$ cat config.mk
export PLATFORM = sky130hd
export DESIGN_NAME = uart_sdram_bridge
export DESIGN_NICKNAME = d
export VERILOG_FILES = /design/src/rtl/uart_sdram_bridge.sv
export SDC_FILE = /design/constraint.sdc
export NUM_CORES = 1
export LEC_CHECK = 0
export CORE_ASPECT_RATIO = 0.7
export CORE_MARGIN = 3
export CORE_UTILIZATION = 25
export CTS_CLUSTER_DIAMETER = 150
export DETAILED_ROUTE_END_ITERATION = 6
export GPL_TIMING_DRIVEN = 1
export SLEW_MARGIN = 20
export SYNTH_ARGS = -nofsm -noshare
export SYNTH_HDL_FRONTEND = slang
export SYNTH_SLANG_ARGS = --single-unit
$ cat constraint.sdc
create_clock -name i_sys_clk -period 6 [get_ports i_sys_clk]
set_input_delay 1.2 -clock i_sys_clk [delete_from_list [all_inputs] [get_ports i_sys_clk]]
set_output_delay 1.2 -clock i_sys_clk [all_outputs]
set_load 0.005 [all_outputs]
$ cat src/rtl/uart_sdram_bridge.sv
// UART byte-command bridge onto a single-word SDRAM request port.
// Frames: 'W'/'R', big-endian address, length-1, then write data.
module uart_sdram_bridge #(
    parameter int AddrWidth = 22,
    parameter int DataWidth = 16,
    parameter int WrGap     = 8,
    parameter int RdTimeout = 1024
) (
    input  logic                 i_sys_clk,
    input  logic                 i_rst,
    input  logic [7:0]           i_rx_data,
    input  logic                 i_rx_rdy,
    output logic                 o_rx_req,
    output logic [7:0]           o_tx_data,
    output logic                 o_tx_req,
    input  logic                 i_tx_rdy,
    output logic                 o_wr_req,
    output logic [AddrWidth-1:0] o_wr_addr,
    output logic [DataWidth-1:0] o_wr_data,
    output logic                 o_rd_req,
    output logic [AddrWidth-1:0] o_rd_addr,
    input  logic [DataWidth-1:0] i_rd_data,
    input  logic                 i_rd_rdy,
    output logic                 o_busy
);
    localparam int AddrBytes = (AddrWidth + 7) / 8;
    localparam int DataBytes = (DataWidth + 7) / 8;
    localparam int RdW       = DataBytes * 8;
    localparam int TmrMax    = (RdTimeout > WrGap) ? RdTimeout : WrGap;
    localparam int TmrW      = $clog2(TmrMax + 1);

    typedef enum logic [3:0] {
        IDLE, ADDR, LEN, WDATA, WISSUE, WGAP,
        RISSUE, RWAIT, RSEND, ACK, NAK
    } state_t;

    state_t state, state_n;

    logic                 cmd_wr;
    logic                 rd_err;
    logic                 tx_hold;
    logic [AddrWidth-1:0] addr;
    logic [DataWidth-1:0] wdata;
    logic [RdW-1:0]       rdata;
    logic [7:0]           byte_cnt;
    logic [7:0]           len_cnt;
    logic [TmrW-1:0]      timer;

    logic                 take;
    logic                 rx_open;
    logic                 tx_ok;
    logic                 tx_fire;
    logic [7:0]           tx_byte;
    logic                 wr_fire;
    logic                 rd_fire;
    logic                 word_next;
    logic [AddrWidth+7:0] addr_sh;
    logic [DataWidth+7:0] data_sh;

    // A byte is consumed on the edge that ends the o_rx_req pulse.
    assign take    = o_rx_req;
    assign tx_ok   = i_tx_rdy && !tx_hold;
    assign addr_sh = {addr, i_rx_data};
    assign data_sh = {wdata, i_rx_data};
    assign o_busy  = (state != IDLE);

    always_ff @(posedge i_sys_clk or posedge i_rst) begin
        if (i_rst) state <= IDLE;
        else       state <= state_n;
    end

    always_comb begin
        state_n   = state;
        rx_open   = 1'b0;
        tx_fire   = 1'b0;
        tx_byte   = 8'h00;
        wr_fire   = 1'b0;
        rd_fire   = 1'b0;
        word_next = 1'b0;
        unique case (state)
            IDLE: begin
                rx_open = 1'b1;
                if (take) begin
                    if (i_rx_data == 8'h57 || i_rx_data == 8'h52)
                        state_n = ADDR;
                    else
                        state_n = NAK;
                end
            end
            ADDR: begin
                rx_open = 1'b1;
                if (take && byte_cnt == 8'(AddrBytes - 1)) state_n = LEN;
            end
            LEN: begin
                rx_open = 1'b1;
                if (take) state_n = cmd_wr ? WDATA : RISSUE;
            end
            WDATA: begin
                rx_open = 1'b1;
                if (take && byte_cnt == 8'(DataBytes - 1)) state_n = WISSUE;
            end
            WISSUE: begin
                wr_fire = 1'b1;
                state_n = WGAP;
            end
            WGAP: begin
                if (timer == TmrW'(WrGap - 2)) begin
                    if (len_cnt == 8'd0) begin
                        state_n = ACK;
                    end else begin
                        state_n   = WDATA;
                        word_next = 1'b1;
                    end
                end
            end
            RISSUE: begin
                rd_fire = 1'b1;
                state_n = RWAIT;
            end
            RWAIT: begin
                if (i_rd_rdy)                          state_n = RSEND;
                else if (timer == TmrW'(RdTimeout - 1)) state_n = NAK;
            end
            RSEND: begin
                if (tx_ok) begin
                    tx_fire = 1'b1;
                    tx_byte = rdata[RdW-1 -: 8];
                    if (byte_cnt == 8'(DataBytes - 1)) begin
                        if (len_cnt == 8'd0) begin
                            state_n = IDLE;
                        end else begin
                            state_n   = RISSUE;
                            word_next = 1'b1;
                        end
                    end
                end
            end
            ACK: begin
                if (tx_ok) begin
                    tx_fire = 1'b1;
                    tx_byte = 8'h4B;
                    state_n = IDLE;
                end
            end
            NAK: begin
                if (tx_ok) begin
                    tx_fire = 1'b1;
                    tx_byte = rd_err ? 8'hEE : 8'h3F;
                    state_n = IDLE;
                end
            end
            default: state_n = IDLE;
        endcase
    end

    always_ff @(posedge i_sys_clk or posedge i_rst) begin
        if (i_rst) begin
            o_rx_req  <= 1'b0;
            o_tx_req  <= 1'b0;
            o_tx_data <= '0;
            o_wr_req  <= 1'b0;
            o_wr_addr <= '0;
            o_wr_data <= '0;
            o_rd_req  <= 1'b0;
            o_rd_addr <= '0;
            cmd_wr    <= 1'b0;
            rd_err    <= 1'b0;
            tx_hold   <= 1'b0;
            addr      <= '0;
            wdata     <= '0;
            rdata     <= '0;
            byte_cnt  <= '0;
            len_cnt   <= '0;
            timer     <= '0;
        end else begin
            o_rx_req <= rx_open && i_rx_rdy && !o_rx_req;
            o_tx_req <= tx_fire;
            o_wr_req <= wr_fire;
            o_rd_req <= rd_fire;

            // Next byte waits until the transmitter has been seen busy.
            if (tx_fire) begin
                o_tx_data <= tx_byte;
                tx_hold   <= 1'b1;
            end else if (!i_tx_rdy) begin
                tx_hold <= 1'b0;
            end

            if (state_n != state)
                timer <= '0;
            else if (state == WGAP || state == RWAIT)
                timer <= timer + 1'b1;

            if (state_n != state)
                byte_cnt <= '0;
            else if (take || tx_fire)
                byte_cnt <= byte_cnt + 8'd1;

            if (take && state == IDLE) begin
                cmd_wr <= (i_rx_data == 8'h57);
                rd_err <= 1'b0;
            end
            if (take && state == ADDR)  addr    <= addr_sh[AddrWidth-1:0];
            if (take && state == LEN)   len_cnt <= i_rx_data;
            if (take && state == WDATA) wdata   <= data_sh[DataWidth-1:0];
            if (word_next)              len_cnt <= len_cnt - 8'd1;

            if (wr_fire) begin
                o_wr_addr <= addr;
                o_wr_data <= wdata;
                addr      <= addr + 1'b1;
            end
            if (rd_fire) begin
                o_rd_addr <= addr;
                addr      <= addr + 1'b1;
            end

            if (state == RWAIT && i_rd_rdy)
                rdata <= RdW'(i_rd_data);
            else if (tx_fire && state == RSEND)
                rdata <= rdata << 8;

            if (state == RWAIT && state_n == NAK) rd_err <= 1'b1;
        end
    end
endmodule

==> metrics list <==
- The run finished with clean final reports.
* DRC violations left: 0
- Crit-path max FO: 16
- In the final layout, the multi-input gates occupy 3240 µm².
- Post-synthesis cell type count: 73
- Weighted congestion at the end of routability-driven global placement: 0.845
- Number of global-route vias before repair: 5248
* Global Route Usage Sum: 12.7%
- Setup violations remaining at the end of the flow were counted as 0.
- Sink Count: 160
- Sequential share of the synthesized area: 53.7%
- The internal power of the cells totals 2.93 mW.
- Post-synth top area share: 53.7%
- Summed instance area of the synthesized netlist: 7450 µm²
- The worst path needs 3.43 ns of the cycle, external delays included.
- The number of hold buffers added after CTS was 0.
- Yosys warns: 0
- Die width: 212 µm
- Per report_power, the combinational group accounts for 33.3% of the total.
- For this block, the via count after detailed routing is 5489.
- After detailed routing, the average wire length per cell comes to 17.4 µm.
* Remaining number of nets flagged by the antenna check after routing: 0
* Wirelength, routed: 19.7 mm
- Seq. cell area: 4000 µm²
* Sw Ratio: 34.6%
- Cell Count Post-Placement: 1097
* Maximum capacitance violations: 0
- The tree is rooted in a sky130_fd_sc_hd__clkbuf_16.
- After detailed routing, the number of vias per cell comes to 4.86.
- Largest buffer count on any clock path: 2
- Number of antenna violations at the first check in global routing: 0
- Total global routing overflow: 0
- The most used flip-flop cell after synthesis is sky130_fd_sc_hd__dfrtp_1.
- Die Area: 32000 µm²
- Number of search-and-repair iterations in the first detailed-routing pass: 5
- The detailed router finished its first iteration with 306 violations.
- The share of total power dissipated in sequential elements is 41.6%.
- The first global-routing pass estimated 31.3 mm of wire.
- STA classifies the critical path startpoint as a flip-flop.
- Port buffering added 101 buffers.
* Clock tree from TritonCTS: done
- Critical path required time: 4.80 ns
- Cell count after synthesis: 646
* Number of I/O pins: 102
- Core ar.: 29100 µm²
* Number of post-CTS setup repair buffers: 0
* Starting density of the core: 25.6%
- Normalized max-slew margin: 41.7%
- Relative to the synthesized area, the layout overhead comes to 26.6%.
- Counting the buffers created by CTS gives 17.
* Actual transition at the worst max-transition pin: 0.875 ns
* Synthesized area per cell: 11.5 µm²
- The H-tree was split into 4 levels.
- In this run the core area contains 52 standard-cell rows.
- Final Cycle Share: 57.2%
- Part of the total power dissipated in the clock network: 25.0%
- Pin count of the biggest net entering global routing: 85
- The number of antenna diodes in the final layout is 0.
- The clock arrives with 0.00621 ns of skew.
- CP arrival: 2.23 ns
* Final hold violation count: 0
- Fillers: 2966
- The number of nets handed over by synthesis was 682.
* Static leakage: 3.90 nW
- Ranked by total cell area, the synthesized netlist is headed by sky130_fd_sc_hd__dfrtp_1 54%, sky130_fd_sc_hd__mux2_2 12%, sky130_fd_sc_hd__nand2_1 2.4%.
- STA classifies the critical path endpoint as an output port.
* Final HPWL DP: 13.7 mm
- Post-layout total power: 4.47 mW
- For this run, asynchronously set or reset flops after synthesis account for 100%.
- Power spread over the standard cell area amounts to 474 nW/µm².
- VDD sags by at most 0.207 mV.
* Setup total negative slack: 0 ns
- Post-synth top area cell: sky130_fd_sc_hd__dfrtp_1
- The analysis attributes to net switching a power of 1.55 mW.
- The min-delay analysis places its worst path in the category reg2reg.
- Vertical die dimension: 150 µm
- Count of pins over their slew limit: 0
- Start-to-end type of the worst setup path: reg2out
* Peak Freq: 0.291 GHz
- Number of nets in the finished design: 774
* Clock latency at the later pin of the worst-skew pair: 0.43 ns
* Clock slew at the register clock pins of the worst setup and hold paths: 0.07 ns
- The count of cells in the finished layout, fillers not included, comes to 1129.
- Setup repair after global routing left no endpoint under its margin.
* Number of synthesized register bits: 160
* Number of gates resized after cts: 0
- The post-route netlist has 19.2% of its cells at a drive strength greater than 1.
* EDFF count, synth: 0
-- synthesized netlist by cell type, types with 5 or more instances --
cell and count:
sky130_fd_sc_hd__dfrtp_1 160, sky130_fd_sc_hd__mux2_2 77, sky130_fd_sc_hd__nand2_1 47, sky130_fd_sc_hd__nor2_1 45
sky130_fd_sc_hd__o21ai_0 35, sky130_fd_sc_hd__clkbuf_1 20, sky130_fd_sc_hd__nor3_1 20, sky130_fd_sc_hd__a21oi_1 15
sky130_fd_sc_hd__inv_1 15, sky130_fd_sc_hd__nand3_1 14, sky130_fd_sc_hd__nand4_1 13, sky130_fd_sc_hd__nor3_2 11
sky130_fd_sc_hd__xnor2_1 11, sky130_fd_sc_hd__and3_1 10, sky130_fd_sc_hd__a22o_1 9, sky130_fd_sc_hd__mux2i_1 9
sky130_fd_sc_hd__a211oi_1 8, sky130_fd_sc_hd__nand2b_1 8, sky130_fd_sc_hd__buf_2 7, sky130_fd_sc_hd__ha_1 7
sky130_fd_sc_hd__xor2_1 7, sky130_fd_sc_hd__a221o_1 5, sky130_fd_sc_hd__a311oi_1 5, sky130_fd_sc_hd__o211ai_1 5
sky130_fd_sc_hd__or3_1 5
-- through the flow --
| stage | util [%] | area [µm²] | hold WS [ns] | setup WS [ns] |
|---|---|---|---|---|
| final | 32.4 | 9430 | 0.495 | 2.57 |
| after global routing | 32.4 | 9430 | 0.525 | 2.48 |
| after CTS | 32.4 | 9430 | 0.492 | 2.52 |
| after detailed placement | 30.3 | 8830 | 0.477 | 2.27 |
| after global placement | 30.3 | 8830 | 0.473 | 2.38 |
| after floorplan | - | 7450 | 0.459 | 0.480 |
-- power groups by stage --
stage | combinational [mW] | sequential (mW) | clock [mW]
after floorplan | 0.939 | 1.72 | 0
after global placement | 1.49 | 1.87 | 0
after detailed placement | 1.50 | 1.88 | 0
after CTS | 1.51 | 1.87 | 1.16
after global routing | 1.64 | 1.93 | 1.20
final | 1.49 | 1.86 | 1.12
-- cell usage in the layout (no fill, tap or decap), types with 3 or more instances in the layout --
master and n:
sky130_fd_sc_hd__a211oi_1 8, sky130_fd_sc_hd__a21o_1 3, sky130_fd_sc_hd__a21oi_1 15, sky130_fd_sc_hd__a221o_1 5, sky130_fd_sc_hd__a22o_1 9, sky130_fd_sc_hd__a311oi_1 5
sky130_fd_sc_hd__and2_1 4, sky130_fd_sc_hd__and3_1 10, sky130_fd_sc_hd__buf_4 3, sky130_fd_sc_hd__clkbuf_16 17, sky130_fd_sc_hd__clkdlybuf4s50_1 101, sky130_fd_sc_hd__dfrtp_1 160
sky130_fd_sc_hd__ha_1 7, sky130_fd_sc_hd__inv_1 14, sky130_fd_sc_hd__inv_6 6, sky130_fd_sc_hd__inv_8 3, sky130_fd_sc_hd__mux2_2 77, sky130_fd_sc_hd__mux2i_1 9
sky130_fd_sc_hd__nand2_1 47, sky130_fd_sc_hd__nand2b_1 8, sky130_fd_sc_hd__nand3_1 14, sky130_fd_sc_hd__nand4_1 13, sky130_fd_sc_hd__nor2_1 44, sky130_fd_sc_hd__nor2b_1 3
sky130_fd_sc_hd__nor3_1 19, sky130_fd_sc_hd__nor3_2 12, sky130_fd_sc_hd__nor3b_1 4, sky130_fd_sc_hd__nor4_1 4, sky130_fd_sc_hd__o211ai_1 5, sky130_fd_sc_hd__o21ai_0 35
sky130_fd_sc_hd__o311ai_1 3, sky130_fd_sc_hd__or3_1 5, sky130_fd_sc_hd__xnor2_1 11, sky130_fd_sc_hd__xor2_1 7
-- critical path, cell delays in order (launching register included) --
cell                              delay (ns)
sky130_fd_sc_hd__dfrtp_1                0.57
sky130_fd_sc_hd__or2_1                  0.40
sky130_fd_sc_hd__or3_1                  0.34
sky130_fd_sc_hd__clkdlybuf4s50_1        0.49
-- state kept, by name, indices dropped and copies added, names as in the netlist --
register / count
rdata: 16
timer: 11
state: 4
o_tx_data: 8
o_rd_addr: 22
len_cnt: 8
cmd_wr: 1
o_wr_addr: 22
o_rd_req: 1
o_wr_data: 16
o_wr_req: 1
rd_err: 1
byte_cnt: 8
wdata: 16
addr: 22
o_rx_req: 1
o_tx_req: 1
tx_hold: 1
-- cell type report --
class                      instances  area share, %
tap                              378           5.01
sequential                       160           42.4
clock buffer                      18           4.55
multi-input combinational        438           34.3
inverter                          16          0.690
timing repair buffer             105           11.2
clock inverter                    14           1.80
-- per-layer routing --
| metal | track usage, % | vias up | wire [µm] |
|---|---|---|---|
| li1 | - | 2549 | - |
| met1 | 20.1 | 2742 | 10200 |
| met4 | 3.09 | 0 | 184 |
| met5 | 0 | - | 0 |
| met2 | 16.5 | 184 | 8030 |
| met3 | 3.85 | 14 | 1280 |
-- worst paths after layout --
path,start,endpoint,slack [ns],depth (start not counted)
worst max-delay path,state[2],o_busy,2.57,3
worst min-delay path,rdata[9],o_tx_data[1],0.49,1
worst max register to register,state[1],byte_cnt[2],2.87,6
worst min register to register,rdata[9],o_tx_data[1],0.49,1
max in group asynchronous,i_rst,o_wr_addr[14],3.80,3
min in group asynchronous,i_rst,o_wr_data[10],1.30,2
-- kinds of logic after synthesis --
family | Yosys count | synth area share (%)
adder cells (fa/ha/maj) | 7 | 1.17
AO/OA/AOI/OAI | 117 | 11.1
flip-flops | 160 | 53.7
AND/OR/NAND/NOR | 210 | 16.1
buffers and inverters | 48 | 2.94
multiplexers | 86 | 12.8
XOR/XNOR | 18 | 2.11
Power figures use the tool's default switching activity.
